File: src/rtl/fetch_ctrl.sv
`default_nettype none
// ============================================================================
// Module      : fetch_ctrl
// Description : Instruction-fetch controller. It sits between the PC register
//               and the IF/ID boundary. It issues one req/ack memory request
//               at a time and owns the IF/ID register. A 1-entry skid buffer
//               catches an instruction that returns while decode is stalled.
//               It also drives the PC write enable and raises a sticky flag
//               when a request waits too long for its ack.
// Revision    : 1.0 - initial release
// ============================================================================
module fetch_ctrl #(
  parameter logic [31:0] RESET_PC       = 32'h0000_3000,
  parameter int          TIMEOUT_CYCLES = 255,
  parameter int          CNT_W          = 8
) (
  input  logic        clk,
  input  logic        rst,
  input  logic [29:0] pc,
  output logic        pc_wr,
  output logic        imem_req,
  output logic [29:0] imem_addr,
  input  logic        imem_ack,
  input  logic [31:0] imem_rdata,
  input  logic        id_stall,
  input  logic        flush,
  output logic        if_valid,
  output logic [31:0] if_instr,
  output logic [29:0] if_pc,
  output logic        fetch_err
);

  typedef enum logic [1:0] {
    S_FETCH = 2'd0,
    S_FULL  = 2'd1,
    S_DRAIN = 2'd2
  } state_t;

  localparam logic [CNT_W-1:0] c_timeout  = CNT_W'(TIMEOUT_CYCLES);
  localparam logic [29:0]      c_reset_pc = RESET_PC[31:2];

  state_t             r_state;
  logic [29:0]        r_drain_addr;
  logic [31:0]        r_skid_instr;
  logic [29:0]        r_skid_pc;
  logic               r_skid_valid;
  logic [CNT_W-1:0]   r_cnt;

  logic               w_req;
  logic               w_ack;
  logic               w_free;
  logic [CNT_W-1:0]   w_cnt_inc;

  // FETCH and DRAIN are the request-issuing states. FULL waits for decode
  // to take the skid entry. Reset forces the request low right away.
  assign w_req     = !rst && ((r_state == S_FETCH) || (r_state == S_DRAIN));
  assign w_ack     = w_req && imem_ack;
  assign w_free    = !if_valid || !id_stall;
  assign w_cnt_inc = r_cnt + 1'b1;

  assign imem_req  = w_req;
  // A drain keeps the squashed fetch's address stable while the PC moves on.
  assign imem_addr = (r_state == S_DRAIN) ? r_drain_addr : pc;
  // The PC advances only when a live fetch completes. A flush cycle never
  // advances it, because the redirect is written into the PC externally.
  assign pc_wr     = (r_state == S_FETCH) && w_ack && !flush;

  // Wait-cycle counter with a sticky error once it saturates at the limit.
  always_ff @(posedge clk or posedge rst) begin
    if (rst) begin
      r_cnt     <= '0;
      fetch_err <= 1'b0;
    end else if (w_ack) begin
      r_cnt <= '0;
    end else if (w_req && (r_cnt != c_timeout)) begin
      r_cnt <= w_cnt_inc;
      if (w_cnt_inc == c_timeout) begin
        fetch_err <= 1'b1;
      end
    end
  end

  // Fetch FSM, IF/ID register and skid buffer.
  always_ff @(posedge clk or posedge rst) begin
    if (rst) begin
      r_state      <= S_FETCH;
      r_drain_addr <= '0;
      r_skid_instr <= '0;
      r_skid_pc    <= '0;
      r_skid_valid <= 1'b0;
      if_valid     <= 1'b0;
      if_instr     <= '0;
      if_pc        <= c_reset_pc;
    end else begin
      case (r_state)
        S_FETCH: begin
          if (flush) begin
            if_valid <= 1'b0;
            // With no ack yet, the request is still in flight. It must be
            // completed and discarded before the redirected fetch starts.
            if (!imem_ack) begin
              r_drain_addr <= pc;
              r_state      <= S_DRAIN;
            end
          end else if (imem_ack) begin
            if (w_free) begin
              if_instr <= imem_rdata;
              if_pc    <= pc;
              if_valid <= 1'b1;
            end else begin
              r_skid_instr <= imem_rdata;
              r_skid_pc    <= pc;
              r_skid_valid <= 1'b1;
              r_state      <= S_FULL;
            end
          end else if (if_valid && !id_stall) begin
            if_valid <= 1'b0;
          end
        end

        S_FULL: begin
          if (flush) begin
            if_valid     <= 1'b0;
            r_skid_valid <= 1'b0;
            r_state      <= S_FETCH;
          end else if (r_skid_valid && w_free) begin
            if_instr     <= r_skid_instr;
            if_pc        <= r_skid_pc;
            if_valid     <= 1'b1;
            r_skid_valid <= 1'b0;
            r_state      <= S_FETCH;
          end
        end

        S_DRAIN: begin
          // IF/ID is already empty here, so a repeated flush changes nothing.
          if (flush) begin
            if_valid <= 1'b0;
          end
          if (imem_ack) begin
            r_state <= S_FETCH;
          end
        end

        default: begin
          r_skid_valid <= 1'b0;
          if_valid     <= 1'b0;
          r_state      <= S_FETCH;
        end
      endcase
    end
  end

endmodule
`default_nettype wire

File: config.mk
export PLATFORM = sky130hd
export DESIGN_NAME = fetch_ctrl
export DESIGN_NICKNAME = d
export VERILOG_FILES = /design/src/rtl/fetch_ctrl.sv
export SDC_FILE = /design/constraint.sdc
export NUM_CORES = 1
export LEC_CHECK = 0
export CORE_MARGIN = 2
export CORE_UTILIZATION = 51
export CTS_BUF_LIST = sky130_fd_sc_hd__clkbuf_4 sky130_fd_sc_hd__clkbuf_8 sky130_fd_sc_hd__clkbuf_16
export DETAILED_ROUTE_END_ITERATION = 12
export PLACE_DENSITY = 0.9
export SLEW_MARGIN = 20
export SYNTH_ARGS = -nofsm -noshare
export SYNTH_HDL_FRONTEND = slang
export SYNTH_SLANG_ARGS = --single-unit
File: constraint.sdc
create_clock -name clk -period 6.5 [get_ports clk]
set_input_delay 0.65 -clock clk [delete_from_list [all_inputs] [get_ports clk]]
set_output_delay 0.65 -clock clk [all_outputs]
set_load 0.05 [all_outputs]
==> metrics.cfg, run 1 <==
[finish]
layout-drive-gt1-share_pct = 23.2
finalInstanceArea_mm2 = 0.0100
final_nets = 799
final_cells = 926
antenna_cells = 0
syn2layout_area_growth_pct = 31.6

[run_status]
status = completed

[global_route]
grt_overflow_total = 0
antenna_found_initial = 0
grt_max_degree = 115
grt_usage_pct = 22.5
grt_pass1_wl_um = 28400
grt_pass1_vias = 5481

[pwr]
ir_drop_v = 0.000198
p_per_area_mw_per_mm2 = 360
leakage_nw = 4.93

[clock_network]
root_buffer = clkbuf_16
clock_path_buffers = 2
cts.htree.levels = 4
cts_inserted_buffers = 17
cts_hold_buffers = 0
clkSlewWorstSetupHoldPaths_ns = 0.06
clock-sinks = 167
post_cts_resized = 0
postCtsSetupBuffers = 0
insertion_delay_ns = 0.43
tritoncts = yes

[placed_design]
dp.cells = 894
io_buffers = 162
pre_cts_slack_ns = 2.69
placed_area_mm2 = 0.00933
place_congestion = 0.780
dp_hpwl_um = 11100

[timing]
slew_headroom_pct = 34.2
setup_violations = 0
hold_viol_final = 0
slew_violations = 0
finalSetupTns_ns = 0
fin_crit_ns = 3.72
worst_pin_slew_ns = 0.986
max_freq_mhz = 269
rsz0062_at_grt = false
setup_ws_ns = 2.78
finalClockSkew_ns = 0.0203
finalCritPeriodShare_pct = 57.3

[synth]
async_reset_ff_share_pct = 100
synthDistinctLibCells = 49
synth_fp_nets = 648
seq_area_frac_synth_pct = 54.8
synth_edf_count = 0
synthFlopType = dfrtp_1
avgSynthCellArea_um2 = 13.2
ys_ff_latch = 167
ys_warn_count = 0
synth.cell_area_mm2 = 0.00763
syn_inst = 579

[detailed_routing]
highest_layer = met4
ant_nets = 0
drt-initial-drc-count = 261
avgViaCountPerCell = 5.53
wl_met3_um = 763
wl_met2_um = 8500
post-route-drc-count = 0
totalWireLength_um = 17100
first_pass_iters = 4
vias = 5124
drt-met1-wl_um = 7560
wire_per_inst_um = 18.5

[worst_setup_path]
critPathLaunch = r_state[0]
path_max_fanout = 31
worstSetupPathType = reg2out
reg2regPathDepth = 4
reg2reg_from = r_state[0]
arrival_ns = 3.07
worstPathRequired_ns = 5.85
crit_path_start_kind = flip-flop
worstSetupEndpointType = output port

[die]
placementRows = 44
dieArea_mm2 = 0.0160
dieWidth_um = 126
io_pins = 163
initial_core_util_pct = 52.3
core_mm2 = 0.0146
die_y_um = 126

[flow_run]
cap_violations = 0

[min_path]
min-delay-start = fetch_err
whs_path_depth = 1
hold_path.class = reg2reg

## critical path: stages, from the launching register on
cell	delay (ns)
dfrtp_1	0.60
nor2b_4	0.86
mux2_2	0.43
clkdlybuf4s50_1	0.72
## layer usage
layer	vias to the layer above	global-route usage [%]
li1	2352	-
met1	2597	29.1
met2	147	37.1
met3	28	5.40
met4	0	8.34
met5	-	0
## cells in the final DEF, fill, tap and decap left out, types with 5 or more instances in the layout
cell	n
mux2_4	60
buf_4	5
clkdlybuf4s50_1	162
nand2_1	73
mux2i_1	62
o21ai_0	30
clkbuf_16	17
mux2_2	61
bufinv_16	6
dfrtp_1	165
o21ai_1	39
## final timing paths
check                             endpoint  slack (ns)
setup / recovery             imem_addr[29]        2.78
hold / removal                   fetch_err        0.47
setup reg to reg              if_instr[31]        3.78
hold reg to reg                  fetch_err        0.47
max in group asynchronous  r_skid_instr[3]        4.36
min in group asynchronous    r_skid_pc[13]        0.86
## cell type report
| class | count | area [um2] |
|---|---|---|
| Sequential cell | 167 | 4180 |
| Tap cell | 184 | 230 |
| Multi-Input combinational cell | 374 | 3240 |
| Clock buffer | 20 | 460 |
| Fill cell | 973 | 4550 |
| Inverter | 2 | 15.0 |
| Timing Repair Buffer | 168 | 1690 |
| Clock inverter | 11 | 219 |
## where the power goes
| group | internal (mW) | switching [mW] | leakage [nW] |
|---|---|---|---|
| Sequential | 1.27 | 0.141 | 2.09 |
| Clock | 0.745 | 0.406 | 0.331 |
| Combinational | 0.448 | 0.604 | 2.51 |
| Total | 2.46 | 1.15 | 4.93 |
## state kept, by name, indices dropped and copies added, names as in the netlist
| register | flops |
|---|---|
| fetch_err | 1 |
| if_instr | 32 |
| if_pc | 30 |
| if_valid | 1 |
| r_cnt | 8 |
| r_drain_addr | 30 |
| r_skid_instr | 32 |
| r_skid_pc | 30 |
| r_skid_valid | 1 |
| r_state | 2 |
## stage by stage
| step | hold WS [ns] | total power, mW | utilization (%) |
|---|---|---|---|
| floorplan | 0.452 | 2.11 | - |
| global placement | 0.451 | 2.43 | 63.9 |
| detailed placement | 0.470 | 2.47 | 63.9 |
| CTS | 0.471 | 3.63 | 68.6 |
| global route | 0.486 | 3.76 | 68.8 |
| finish | 0.469 | 3.61 | 68.8 |
## Yosys cell counts, drive strengths merged, types with 3 or more instances
library cell	instances	area (um2)
mux2i	62	621
nor3	4	25.0
nor2	5	21.3
nand2	74	280
mux2	123	1610
o21ai	69	345
a21oi	3	15.0
clkbuf	7	30.0
nand3	3	20.0
dfrtp	165	4130
buf	29	198
## cells by family after synthesis
| logic type | count (synthesis) | share of synthesized area, % |
|---|---|---|
| XOR/XNOR | 3 | 0.344 |
| flip-flops | 167 | 54.8 |
| buffers and inverters | 38 | 3.08 |
| AO/OA/AOI/OAI | 84 | 6.12 |
| adder cells (fa/ha/maj) | 2 | 0.328 |
| AND/OR/NAND/NOR | 100 | 6.08 |
| multiplexers | 185 | 29.2 |
No activity file was read; power rests on OpenSTA's default activity.
==> run 2, diff against run 1 <==
--- a/config.mk
+++ b/config.mk
@@ -6,10 +6,10 @@
 export NUM_CORES = 1
 export LEC_CHECK = 0
 export CORE_MARGIN = 2
-export CORE_UTILIZATION = 51
+export CORE_UTILIZATION = 46
 export CTS_BUF_LIST = sky130_fd_sc_hd__clkbuf_4 sky130_fd_sc_hd__clkbuf_8 sky130_fd_sc_hd__clkbuf_16
 export DETAILED_ROUTE_END_ITERATION = 12
-export PLACE_DENSITY = 0.9
+export PLACE_DENSITY = 0.86
 export SLEW_MARGIN = 20
 export SYNTH_ARGS = -nofsm -noshare
 export SYNTH_HDL_FRONTEND = slang
==> constraint.sdc (replaced) <==
create_clock -name clk -period 3.35 [get_ports clk]
set_input_delay 0.335 -clock clk [delete_from_list [all_inputs] [get_ports clk]]
set_output_delay 0.335 -clock clk [all_outputs]
set_load 0.05 [all_outputs]
==> run 2 against run 1 <==
  * Critical path depth up 1
  * Clock-buffer cell count down 1
  * Critical path type unchanged
  * Critical endpoint unchanged
  * Clock power up 71%
  * First-iteration DRC count up 14%
  * Cell count up 4.9%
==> metrics.cfg, run 2 (synthesis results as in run 1) <==
[timing]
slew_violations = 0  ; unchanged
worst_pin_slew_ns = 0.936  ; was 0.986 ns
max_freq_mhz = 321
slew_headroom_pct = 37.6  ; was 34.2%
fin_crit_ns = 3.12
finalSetupTns_ns = 0  ; unchanged
finalCritPeriodShare_pct = 93.1
hold_viol_final = 0  ; unchanged
setup_violations = 0  ; unchanged
rsz0062_at_grt = false  ; unchanged
finalClockSkew_ns = 0.00627  ; was 0.0203 ns
setup_ws_ns = 0.231  ; was 2.78 ns

[pwr]
cellInternalPower_mw = 4.47  ; was 2.46 mW
p_clk_share_pct = 29.3  ; was 31.9%
ir_drop_v = 0.000328  ; was 0.000198 V
p_switching_mw = 2.24  ; was 1.15 mW
sequentialPowerShare_pct = 40.3  ; was 39.0%
leakage_nw = 4.92  ; was 4.93 nW
combPwrFrac_pct = 30.4  ; was 29.1%
swShare_pct = 33.4  ; was 31.9%
p_per_area_mw_per_mm2 = 667  ; was 360 mW/mm2

[die]
die_y_um = 133  ; was 126 um
dieArea_mm2 = 0.0176  ; was 0.0160 mm2
initial_core_util_pct = 46.5  ; was 52.3%
dieWidth_um = 133  ; was 126 um
placementRows = 47  ; was 44
core_mm2 = 0.0164  ; was 0.0146 mm2
io_pins = 163  ; unchanged

[worst_setup_path]
worstSetupPathType = reg2out  ; unchanged
worstPathRequired_ns = 3.01  ; was 5.85 ns
arrival_ns = 2.78  ; was 3.07 ns
ff2ff_setup_slack_ns = 1.16  ; was 3.78 ns
worstSetupEndpointType = output port  ; unchanged
crit_path_start_kind = flip-flop  ; unchanged
path_max_fanout = 18  ; was 31

[clock_network]
postCtsSetupBuffers = 0  ; unchanged
clock-sinks = 167  ; unchanged
clock_path_buffers = 2  ; unchanged
root_buffer = clkbuf_16  ; unchanged
tritoncts = yes  ; unchanged
cts_hold_buffers = 0  ; unchanged
insertion_delay_ns = 0.41  ; was 0.43 ns
clkSlewWorstSetupHoldPaths_ns = 0.07  ; was 0.06 ns
cts.htree.levels = 4  ; unchanged
cts_inserted_buffers = 17  ; unchanged
post_cts_resized = 0  ; unchanged

[global_route]
grt_usage_pct = 19.0  ; was 22.5%
antenna_found_initial = 0  ; unchanged
grt-busiest-layer = met2  ; unchanged
grt_max_degree = 168  ; was 115
use_met3_pct = 4.87  ; was 5.40%
use_met2_pct = 30.6  ; was 37.1%
grt_pass1_vias = 5079  ; was 5,481
grt_overflow_total = 0  ; unchanged
grt_pass1_wl_um = 26800  ; was 28,400 um
use_met1_pct = 25.5  ; was 29.1%

[placed_design]
io_buffers = 162  ; unchanged
dp_hpwl_um = 10700  ; was 11,100 um
placed_area_mm2 = 0.00947  ; was 0.00933 mm2
pre_cts_slack_ns = 0.668  ; was 2.69 ns
place_congestion = 0.783  ; was 0.780

[finish]
layout-drive-gt1-share_pct = 24.2  ; was 23.2%
mostFrequentLayoutCell = dfrtp_1  ; unchanged
antenna_cells = 0  ; unchanged
reg.largest.list = if_instr (32), r_skid_instr (32)  ; unchanged
syn2layout_area_growth_pct = 31.9  ; was 31.6%
final_cell_mix = dfrtp_1 (165), clkdlybuf4s50_1 (161), nand2_1 (73), mux2i_1 (62), mux2_2 (61)  ; was dfrtp_1 (165), clkdlybuf4s50_1 (162), nand2_1 (73), mux2i_1 (62), mux2_2 (61)
finalInstanceArea_mm2 = 0.0101  ; was 0.0100 mm2
final_nets = 807  ; was 799

[detailed_routing]
avgViaCountPerCell = 5.14  ; was 5.53
first_pass_iters = 7  ; was 4
drt-initial-drc-count = 298  ; was 261
totalWireLength_um = 16200  ; was 17,100 um
post-route-drc-count = 0  ; unchanged
ant_nets = 0  ; unchanged
vias = 4993  ; was 5,124
wire_per_inst_um = 16.7  ; was 18.5 um

[run_status]
status = completed  ; unchanged

[flow_run]
cap_violations = 0  ; unchanged

[min_path]
hold_path.class = reg2reg  ; unchanged

==> run 2: cell types whose count changed in the layout (fill, tap and decap cells not counted) <==
cell / previous run / this run
buf_4: 5 / 12
bufinv_16: 6 / 2
buf_12: 0 / 3
clkinvlp_4: 1 / 4
inv_6: 2 / 5
buf_16: 1 / 0
clkbuf_8: 2 / 1
clkdlybuf4s50_1: 162 / 161
clkinv_2: 1 / 2
inv_8: 1 / 0
==> run 2: stage by stage <==
step                      std cells  util, %  power, mW  hold slack [ns]
after detailed placement        939     57.7       4.79            0.458
after CTS                       971     61.4       6.79            0.469
after global routing            971     61.4       7.02            0.488
final                           971     61.4       6.72            0.469
after floorplan                 579        -       4.10            0.406
after global placement          939     57.7       4.73            0.451
==> run 2: worst paths after layout <==
kind,depth (start not counted),startpoint,end
min in group asynchronous,3,rst,r_skid_valid
max in group asynchronous,3,rst,if_instr[24]
hold / removal,2,if_pc[10],if_pc[10]
hold reg to reg,2,if_pc[10],if_pc[10]
setup / recovery,4,r_state[0],imem_addr[29]
setup reg to reg,4,r_state[0],if_pc[12]
==> run 2: power by group through the flow <==
stage	combinational (mW)	sequential [mW]	clock, mW
global route	2.16	2.76	2.10
CTS	2.06	2.71	2.02
detailed placement	2.05	2.74	0
finish	2.04	2.71	1.97
global placement	2.02	2.71	0
floorplan	0.866	3.23	0
==> run 2: per-layer routing <==
metal	wire length (um)	vias up
met1	7340	2501
met4	217	0
met2	7850	115
met3	819	14
li1	-	2363
met5	0	-
==> run 2: final cells by class <==
class / instances / area [um2]
timing repair buffer: 176 / 1760
inverter: 2 / 11.3
sequential: 167 / 4180
clock buffer: 19 / 447
fill: 1276 / 6340
multi-input combinational: 374 / 3240
tap: 220 / 275
clock inverter: 13 / 145
==> run 2: worst max-delay path, cell delays in order, from the launching register on <==
cell,delay (ns)
dfrtp_1,0.60
nor2b_4,0.46
buf_12,0.23
mux2_2,0.34
clkdlybuf4s50_1,0.73
